`src/rtl/sfp_mon_pkg.sv`:
```
// Shared types and constants for the SFP/SerDes link monitor.
// Holds the link states, the LED patterns and the drop counter width.
package sfp_mon_pkg;

   localparam int DROP_CNT_W = 8;

   typedef enum logic [2:0] {
      DOWN = 3'd0,
      PLL  = 3'd1,
      SIG  = 3'd2,
      QUAL = 3'd3,
      UP   = 3'd4
   } link_state_t;

   typedef enum logic [1:0] {
      LED_OFF  = 2'd0,
      LED_FAST = 2'd1,
      LED_SLOW = 2'd2,
      LED_ON   = 2'd3
   } led_pat_t;

   function automatic led_pat_t led_pattern(input link_state_t st);
      led_pat_t pat;
      case (st)
         PLL:       pat = LED_FAST;
         SIG, QUAL: pat = LED_SLOW;
         UP:        pat = LED_ON;
         default:   pat = LED_OFF;
      endcase
      return pat;
   endfunction

   // Active-low drive: a blinking LED is lit while its phase bit is high.
   function automatic logic led_drive_n(input led_pat_t pat, input logic fast, input logic slow);
      logic drv_n;
      case (pat)
         LED_FAST: drv_n = ~fast;
         LED_SLOW: drv_n = ~slow;
         LED_ON:   drv_n = 1'b0;
         default:  drv_n = 1'b1;
      endcase
      return drv_n;
   endfunction

endpackage

```
`src/rtl/sfp_mon_chan.sv`:
```
// One link-monitor channel: input synchroniser, link FSM, qualify/hold
// timers, clear-button debouncer and saturating link-drop counter.
//
//   state | meaning
//   ------+-----------------------------------------------------
//   DOWN  | no PLL lock
//   PLL   | PLL locked, waiting for signal detect without LOS
//   SIG   | signal present, waiting for CDR lock
//   QUAL  | all locks held, qualify counter running
//   UP    | link qualified and up
module sfp_mon_chan
   import sfp_mon_pkg::*;
#(
   parameter int DEBOUNCE_CYC   = 1_000_000,
   parameter int TXDIS_HOLD_CYC = 65_536,
   parameter int UP_QUAL_CYC    = 4096
) (
   input  logic                  clk,
   input  logic                  rst,
   input  logic                  pll_lock,
   input  logic                  cdr_lock,
   input  logic                  sig_det,
   input  logic                  sfp_los,
   input  logic                  btn_clear,
   input  logic                  blink_fast,
   input  logic                  blink_slow,
   output logic                  sfp_tx_disable,
   output logic                  ber_clear,
   output logic                  blkerr_clear,
   output logic                  link_up,
   output logic [DROP_CNT_W-1:0] drop_cnt,
   output logic                  led_n
);

   localparam int QUAL_W = $clog2(UP_QUAL_CYC + 1);
   localparam int HOLD_W = $clog2(TXDIS_HOLD_CYC + 1);
   localparam int DEB_W  = $clog2(DEBOUNCE_CYC + 1);

   localparam logic [QUAL_W-1:0]     QUAL_LAST = QUAL_W'(UP_QUAL_CYC - 1);
   localparam logic [HOLD_W-1:0]     HOLD_DONE = HOLD_W'(TXDIS_HOLD_CYC);
   localparam logic [DEB_W-1:0]      DEB_LAST  = DEB_W'(DEBOUNCE_CYC - 1);
   localparam logic [DEB_W-1:0]      DEB_DONE  = DEB_W'(DEBOUNCE_CYC);
   localparam logic [DROP_CNT_W-1:0] DROP_MAX  = '1;

   // LOS resets to "present" so TX stays off until a real low LOS is seen.
   localparam logic [4:0] SYNC_RST = 5'b01000;

   logic [4:0] sync_q1, sync_q2;
   logic       pll_lock_s, cdr_lock_s, sig_det_s, sfp_los_s, btn_clear_s;

   link_state_t       state, state_nxt;
   logic [QUAL_W-1:0] qual_cnt;
   logic [HOLD_W-1:0] hold_cnt;
   logic [DEB_W-1:0]  deb_cnt;
   logic              sig_ok, qual_done, drop_evt, clear_hit;

   always_ff @(posedge clk) begin
      if (rst) begin
         sync_q1 <= SYNC_RST;
         sync_q2 <= SYNC_RST;
      end else begin
         sync_q1 <= {btn_clear, sfp_los, sig_det, cdr_lock, pll_lock};
         sync_q2 <= sync_q1;
      end
   end

   assign pll_lock_s  = sync_q2[0];
   assign cdr_lock_s  = sync_q2[1];
   assign sig_det_s   = sync_q2[2];
   assign sfp_los_s   = sync_q2[3];
   assign btn_clear_s = sync_q2[4];

   assign sig_ok    = sig_det_s & ~sfp_los_s;
   assign qual_done = (qual_cnt == QUAL_LAST);
   assign clear_hit = btn_clear_s & (deb_cnt == DEB_LAST);

   always_ff @(posedge clk) begin
      if (rst) state <= DOWN;
      else     state <= state_nxt;
   end

   always_comb begin
      state_nxt = state;
      drop_evt  = 1'b0;
      if (!pll_lock_s) begin
         state_nxt = DOWN;
      end else begin
         case (state)
            DOWN: state_nxt = PLL;
            PLL:  if (sig_ok) state_nxt = SIG;
            SIG: begin
               if (!sig_ok)        state_nxt = PLL;
               else if (cdr_lock_s) state_nxt = QUAL;
            end
            QUAL: begin
               if (!sig_ok)          state_nxt = PLL;
               else if (!cdr_lock_s) state_nxt = SIG;
               else if (qual_done)   state_nxt = UP;
            end
            UP: begin
               if (!sig_ok)          state_nxt = PLL;
               else if (!cdr_lock_s) state_nxt = SIG;
            end
            default: state_nxt = DOWN;
         endcase
      end
      if ((state == UP) && (state_nxt != UP)) drop_evt = 1'b1;
   end

   always_ff @(posedge clk) begin
      if (rst) begin
         qual_cnt       <= '0;
         hold_cnt       <= '0;
         sfp_tx_disable <= 1'b1;
         deb_cnt        <= '0;
         ber_clear      <= 1'b0;
         blkerr_clear   <= 1'b0;
         drop_cnt       <= '0;
         link_up        <= 1'b0;
         led_n          <= 1'b1;
      end else begin
         if ((state == QUAL) && (state_nxt == QUAL)) qual_cnt <= qual_cnt + 1'b1;
         else                                       qual_cnt <= '0;

         // Hold counter saturates; TX re-enables only after a full LOS-low run.
         sfp_tx_disable <= sfp_los_s | (hold_cnt != HOLD_DONE);
         if (sfp_los_s)                  hold_cnt <= '0;
         else if (hold_cnt != HOLD_DONE) hold_cnt <= hold_cnt + 1'b1;

         // Saturation at DEB_DONE gives one pulse per press however long it is held.
         if (!btn_clear_s)             deb_cnt <= '0;
         else if (deb_cnt != DEB_DONE) deb_cnt <= deb_cnt + 1'b1;
         ber_clear    <= clear_hit;
         blkerr_clear <= clear_hit;

         if (clear_hit)                          drop_cnt <= '0;
         else if (drop_evt && drop_cnt != DROP_MAX) drop_cnt <= drop_cnt + 1'b1;

         link_up <= (state == UP);
         led_n   <= led_drive_n(led_pattern(state), blink_fast, blink_slow);
      end
   end

endmodule

```
`src/rtl/sfp_link_monitor.sv`:
```
// Per-channel SFP/SerDes link supervisor: one monitor channel per link
// plus the LED phase counter shared by every channel.
module sfp_link_monitor
   import sfp_mon_pkg::*;
#(
   parameter int NUM_CH         = 2,
   parameter int DEBOUNCE_CYC   = 1_000_000,
   parameter int BLINK_DIV_LOG2 = 24,
   parameter int TXDIS_HOLD_CYC = 65_536,
   parameter int UP_QUAL_CYC    = 4096
) (
   input  logic                         clk,
   input  logic                         rst,
   input  logic [NUM_CH-1:0]            pll_lock,
   input  logic [NUM_CH-1:0]            cdr_lock,
   input  logic [NUM_CH-1:0]            sig_det,
   input  logic [NUM_CH-1:0]            sfp_los,
   input  logic [NUM_CH-1:0]            btn_clear,
   output logic [NUM_CH-1:0]            sfp_tx_disable,
   output logic [NUM_CH-1:0]            ber_clear,
   output logic [NUM_CH-1:0]            blkerr_clear,
   output logic [NUM_CH-1:0]            link_up,
   output logic [NUM_CH*DROP_CNT_W-1:0] drop_cnt,
   output logic [NUM_CH-1:0]            leds_n
);

   logic [BLINK_DIV_LOG2-1:0] blink_cnt;
   logic                      blink_fast, blink_slow;

   always_ff @(posedge clk) begin
      if (rst) blink_cnt <= '0;
      else     blink_cnt <= blink_cnt + 1'b1;
   end

   assign blink_fast = blink_cnt[BLINK_DIV_LOG2-3];
   assign blink_slow = blink_cnt[BLINK_DIV_LOG2-1];

   for (genvar i = 0; i < NUM_CH; i++) begin : g_chan
      sfp_mon_chan #(
         .DEBOUNCE_CYC  (DEBOUNCE_CYC),
         .TXDIS_HOLD_CYC(TXDIS_HOLD_CYC),
         .UP_QUAL_CYC   (UP_QUAL_CYC)
      ) u_chan (
         .clk           (clk),
         .rst           (rst),
         .pll_lock      (pll_lock[i]),
         .cdr_lock      (cdr_lock[i]),
         .sig_det       (sig_det[i]),
         .sfp_los       (sfp_los[i]),
         .btn_clear     (btn_clear[i]),
         .blink_fast    (blink_fast),
         .blink_slow    (blink_slow),
         .sfp_tx_disable(sfp_tx_disable[i]),
         .ber_clear     (ber_clear[i]),
         .blkerr_clear  (blkerr_clear[i]),
         .link_up       (link_up[i]),
         .drop_cnt      (drop_cnt[DROP_CNT_W*i +: DROP_CNT_W]),
         .led_n         (leds_n[i])
      );
   end

endmodule

```
`config.mk`:
```
export PLATFORM = sky130hd
export DESIGN_NAME = sfp_link_monitor
export DESIGN_NICKNAME = d
export VERILOG_FILES = /design/src/rtl/sfp_mon_pkg.sv /design/src/rtl/sfp_mon_chan.sv /design/src/rtl/sfp_link_monitor.sv
export SDC_FILE = /design/constraint.sdc
export NUM_CORES = 1
export LEC_CHECK = 0
export ABC_AREA = 1
export BUFFER_PORTS_ARGS = -buffer_cell sky130_fd_sc_hd__buf_2
export CELL_PAD_IN_SITES_DETAIL_PLACEMENT = 1
export CELL_PAD_IN_SITES_GLOBAL_PLACEMENT = 1
export CORE_MARGIN = 10
export CORE_UTILIZATION = 51
export CTS_BUF_LIST = sky130_fd_sc_hd__clkbuf_4
export DETAILED_ROUTE_END_ITERATION = 8
export GPL_ROUTABILITY_DRIVEN = 0
export GPL_TIMING_DRIVEN = 0
export PLACE_DENSITY_LB_ADDON = 0.1
export SYNTH_ARGS = -nofsm -noshare
export SYNTH_HDL_FRONTEND = slang
export SYNTH_SLANG_ARGS = --single-unit
```
`constraint.sdc`:
```
create_clock -name clk -period 4.6 [get_ports clk]
set_input_delay 0.23 -clock clk [delete_from_list [all_inputs] [get_ports clk]]
set_output_delay 0.23 -clock clk [all_outputs]
set_load 0.01 [all_outputs]
```
== Word-level counts from Yosys, hierarchy flattened ==
Cells that the tools add are included.
W data, S select, Z words.

* Multipliers: 0
* Bitwise operators: 14
* Eq/ne operators: 28
* Add/subtract/negate cells: 9
* Reduce and logical (&&, ||, !) cells: 18
* Mux-type cells: 28
* Divide/modulo/power cells: 0
* $lt $le $gt $ge: 0
* Shifts and indexed selects: 0

{| class="wikitable"
|+ Operators by type and width
! cell !! count
|-
| $mux W3 || 18
|-
| $add A20 B1 Y20 const B || 2
|-
| $eq A20 B20 Y1 const B || 2
|-
| $ne A20 B20 Y1 const B || 2
|-
| $add A17 B1 Y17 const B || 2
|-
| $ne A17 B17 Y1 const B || 2
|-
| $pmux W3 S5 || 2
|-
| $add A13 B1 Y13 const B || 2
|-
| $eq A13 B12 Y1 const B || 2
|-
| $add A24 B1 Y24 const B || 1
|-
| $reduce_or A2 Y1 || 10
|-
| $eq A3 B2 Y1 const B || 6
|-
| $add A8 B1 Y8 const B || 2
|-
| $ne A8 B8 Y1 const B || 2
|-
| $pmux W2 S3 || 2
|-
| $eq A2 B2 Y1 const B || 4
|-
| $not A1 Y1 || 8
|-
| $eq A3 B1 Y1 const B || 2
|-
| $eq A3 B3 Y1 const B || 2
|-
| $logic_and A1 B1 Y1 || 6
|-
| $logic_not A3 Y1 || 2
|-
| $ne A3 B3 Y1 const B || 2
|-
| $pmux W1 S3 || 2
|-
| $and A1 B1 Y1 || 4
|-
| 4 further kinds || 8
|}

* Word-level logic and storage cells: 120
* Memories kept: 0
* Input bits: 12
* Bits in latches: 0
* Bits in writable memories: 0
* Memory bits (read-only): 0
* Register bits after elaboration: 174

== Depth between registers and ports, before layout ==
* Depth in word-level cells: 10
* Mapped depth: 12
* Mapped depth without buffers: 11

== By module ==
From an unflattened synthesis, not the netlist that was laid out.

* Cells, all modules: 1,145
* Area, all modules: 8,393.0 um2

{| class="wikitable"
|+ Modules (own cells, without submodules)
! module !! cells an instance !! area each (um2) !! seq. area each (um2) !! instances
|-
| sfp_mon_chan (g_chan[0].u_chan) || 485 || 3,584.7 || 1,501.4 || 1
|-
| sfp_mon_chan (g_chan[1].u_chan) || 482 || 3,577.2 || 1,501.4 || 1
|-
| sfp_link_monitor || 178 || 1,231.2 || 480.5 || 1
|}

== Worst setup path before layout ==
OpenSTA, ideal clock, no wires.

* Path type: register to register
* Start: register g_chan[0].u_chan.qual_cnt[0]
* End: register g_chan[0].u_chan.qual_cnt[5]
* Arrival: 1.473 ns
* Library setup time: 0.118 ns
* Required time: 4.482 ns
* Path slack: 3.009 ns
* Clock period less this slack: 1.591 ns
* Cell stages (with the launch flop): 12
* Path through: dfxtp_1 ha_1 nand3_1 nor2_4 nand2_1 nand2_1 nand2_1 nand2_1 nand2_1 nand3_2 buf_6 nor3_2

* Longest elaborated chain between the ends: 10
* Elaborated cells on any way between the ends: 11

{| class="wikitable"
|+ RTL lines
! item !! RTL line !! RTL
|-
| start, declared || sfp_mon_chan.sv:52 || <nowiki>logic [QUAL_W-1:0] qual_cnt;</nowiki>
|-
| start signal, assigned || sfp_mon_chan.sv:122 || <nowiki>if ((state == QUAL) && (state_nxt == QUAL)) qual_cnt <= qual_cnt + 1'b1;</nowiki>
|-
| $eq A13 B12 Y1 || sfp_mon_chan.sv:74 || <nowiki>assign qual_done = (qual_cnt == QUAL_LAST);</nowiki>
|-
| $mux W3 || sfp_mon_chan.sv:98 || <nowiki>else if (qual_done) state_nxt = UP;</nowiki>
|-
| $mux W3 || sfp_mon_chan.sv:97 || <nowiki>else if (!cdr_lock_s) state_nxt = SIG;</nowiki>
|-
| $mux W3 || sfp_mon_chan.sv:96 || <nowiki>if (!sig_ok) state_nxt = PLL;</nowiki>
|-
| $pmux W3 S5 || sfp_mon_chan.sv:88 || <nowiki>case (state)</nowiki>
|-
| $mux W3 || sfp_mon_chan.sv:85 || <nowiki>if (!pll_lock_s) begin</nowiki>
|-
| $eq A3 B2 Y1 || sfp_mon_chan.sv:122 ||
|-
| $logic_and A1 B1 Y1 || sfp_mon_chan.sv:122 ||
|-
| $not A1 Y1 (no line) || n/a ||
|-
| $reduce_or A2 Y1 (no line) || n/a ||
|}

Several ways; a longest one is shown, not always the timed one.
A chain may end at the register's enable or synchronous reset.

== Final worst setup path ==
* Start: register g_chan[0].u_chan.qual_cnt[0]
* End: register g_chan[0].u_chan.qual_cnt[8]

The elaborated chain is that of the path after synthesis.

==> out/metrics.cfg <==
[run_status]
outcome=finished clean

[detailed_routing]
firstDrtPassIters=4
drt_iter0_drc=350
routed_wl_microns=20200
drc=0
postRouteAntennaNets=0
via_per_inst=5.19
wl_per_cell_microns=14.2
vias=7375

[clock_tree]
cts_made_buffers=17
tritoncts=built
root_buffer=clkbuf_4
clk_latency_ns=0.58
cts_max_path_buffers=2
cts_num_sinks=174
postCtsResizedCells=0
path_clk_slew_ns=0.13
cts.htree.levels=4

[sta]
skew_ns=0.0215
tightest_slew_ns=0.662
relSlewSlack_pct=55.7
finalCriticalPeriod_ns=1.88
worst_slack_ns=2.72
finalSetupViolations=0
fin_tns_setup_ns=0
rsz0062_at_grt=no
drv_slew=0
hold_viol=0
finalCritPeriodShare_pct=40.9
max_freq_mhz=532
holdWs_ns=0.0988

[worst_hold_path]
hold_path_class=input port to flip-flop
whs_path_depth=2

[critical_path]
crit_path_end_kind=flip-flop
crit_required_ns=5.07
cp.arrival_ns=2.36
crit_chain=ha_1 -> nand3_1 -> nor2_4 -> nand2_1 -> nand2_1 -> nand2_1 -> nand2_1 -> nand2_1 -> nand3_2 -> buf_6 -> nor3_2
path_buf_inv=1
cp_common_cell=nand2_1
cpMaxStageDelayCell=dfxtp_1
max_stage_delay_ns=0.40
startpoint_type=flip-flop
worstPathMaxFanout=10
r2r_cells=11
cpLargestDelayFamily=simple AND/OR/NAND/NOR gates
path_class=flip-flop to flip-flop
path_depth=11

[pwr]
p_leak_nw=3.39
total_power_mw=2.38
powerDensity_nw_per_um2=263
irDropWorstVdd_mv=0.175

[synthesis]
synth_edf_count=0
synth_mux_area_share_pct=0
avgSynthCellArea_sq_um=7.33
syn_nets=1153
ys_async_sr_fraction_pct=0
ys.warnings.count=0
syn-cell-area_sq_um=8270
synth-xor-area-share_pct=3.28
yosys.area_share.simple_pct=32.1
synthAdderAreaFrac_pct=1.97
synth_cell_type_count=44
yosysSeqAreaShare_pct=42.1
syn-instance-count=1128
ys.flop_type=dfxtp_1
ys_ff_latch=174
synth_top_family_by_area=simple AND/OR/NAND/NOR gates
synth-compound-area-share_pct=10.5

[placed_design]
placed_area_sq_um=8720
port_buffers=36
dp_hpwl_microns=15400
pre_cts_ws_ns=2.75

[finish]
mostFrequentLayoutCell=nand2_1
drive_gt1_share_pct=13.5
postLayoutCellArea_sq_um=9050
area_growth_pct=9.47
final_cell_mix=nand2_1 (193), dfxtp_1 (174), inv_1 (166), nor2_1 (125), a21oi_1 (92)
layout.nets=1218

[floorplanning]
die_area_sq_um=21700
die_w_microns=147
die-height_microns=147
rows=46
ioPinCount=38
coreArea_sq_um=15900
initial_utilization_pct=52.0

[global_route]
grt-ovfl-total=0
grt_pass1_vias=7646
grt_max_degree=17
grt_pass1_wl_microns=34900
track_usage_pct=18.9
antenna_found_initial=1

[flow_run]
max_cap_violations=0

[worst paths after layout]
path | startpoint | to | slack (ns)
max | g_chan[0].u_chan.qual_cnt[0]$_SDFF_PP0_ | g_chan[0].u_chan.qual_cnt[8]$_SDFF_PP0_ | 2.72
min | rst | g_chan[1].u_chan.state[0]$_SDFF_PP0_ | 0.1
min reg2reg | g_chan[0].u_chan.sync_q1[0]$_SDFF_PP0_ | g_chan[0].u_chan.sync_q2[0]$_SDFF_PP0_ | 0.41
max reg2reg | g_chan[0].u_chan.qual_cnt[0]$_SDFF_PP0_ | g_chan[0].u_chan.qual_cnt[8]$_SDFF_PP0_ | 2.72
[worst register-to-register path, stage by stage, from the launching register on]
cell and delay, ns:
dfxtp_1 0.40, ha_1 0.20, nand3_1 0.20, nor2_4 0.21, nand2_1 0.11, nand2_1 0.11, nand2_1 0.07, nand2_1 0.06
nand2_1 0.06, nand3_2 0.14, buf_6 0.20, nor3_2 0.06
[layout make-up]
class                   count  area (sq um)
fillers                  2109          6840
multi-input cells         751          3960
flip-flops and latches    174          3480
inverters                 179           672
repair buffers             46           280
well taps                 216           270
clock buffers              21           158
plain buffers              24           155
clock inverters             9          72.6
diodes                      1          2.50
[stage by stage]
stage	util (%)	std cells
6_report	57.0	1421
5_1_grt	57.0	1421
4_1_cts	57.0	1420
3_5_place_dp	54.9	1380
3_3_place_gp	54.9	1380
2_1_floorplan	-	1128
[registers in the layout (all words and copies together), names as in the netlist]
| signal | cells |
|---|---|
| g_chan.u_chan.led_n | 2 |
| blink_cnt | 24 |
| g_chan.u_chan.ber_clear | 1 |
| g_chan.u_chan.state | 6 |
| g_chan.u_chan.deb_cnt | 40 |
| g_chan.u_chan.qual_cnt | 26 |
| g_chan.u_chan.blkerr_clear | 1 |
| g_chan.u_chan.sync_q1 | 10 |
| g_chan.u_chan.sync_q2 | 10 |
| g_chan.u_chan.drop_cnt | 16 |
| g_chan.u_chan.sfp_tx_disable | 2 |
| g_chan.u_chan.link_up | 2 |
| g_chan.u_chan.hold_cnt | 34 |
[cell families after synthesis]
logic type / count (synthesis)
AO/OA/AOI/OAI: 163
XOR/XNOR: 31
adder cells (fa/ha/maj): 13
buffers and inverters: 203
flip-flops: 174
AND/OR/NAND/NOR: 544
[routing by layer]
metal | part of all wire [%] | track usage, % | vias to the layer above
met3 | 1.9 | 3.10 | 27
met1 | 46 | 22.5 | 3515
met2 | 51 | 34.1 | 54
met5 | 0 | 0 | -
li1 | - | - | 3779
met4 | 1.4 | 5.75 | 0
[what timing repair did]
action	4_1_cts	5_1_grt
hold buffers	10	0
hold endpoints to repair	10	0
setup buffers	0	0
[cells in the mapped netlist (4+ instances only)]
cell type / n / area (sq um)
a211oi_1: 4 / 30.0
a21oi_1: 92 / 460
a31oi_1: 5 / 31.3
buf_2: 4 / 20.0
buf_4: 10 / 75.1
clkbuf_1: 7 / 26.3
dfxtp_1: 174 / 3480
ha_1: 13 / 163
inv_1: 166 / 623
inv_2: 13 / 48.8
nand2_1: 193 / 724
nand2_2: 7 / 43.8
nand3_1: 70 / 350
nand3_2: 7 / 70.1
nand4_1: 29 / 181
nor2_1: 125 / 469
nor2_2: 16 / 100
nor2_4: 5 / 56.3
nor3_1: 33 / 165
nor3_2: 16 / 160
nor3b_1: 4 / 30.0
nor4_1: 12 / 75.1
o21ai_0: 48 / 240
o21ai_1: 4 / 20.0
or2_2: 10 / 62.6
xnor2_1: 14 / 123
xor2_1: 17 / 149
[power breakdown]
group | internal, mW | switching (mW) | total (mW)
sequential | 1.52 | 0.00817 | 1.53
clock | 0.279 | 0.506 | 0.785
combinational | 0.0243 | 0.0410 | 0.0653
Power figures use the tool's default switching activity.
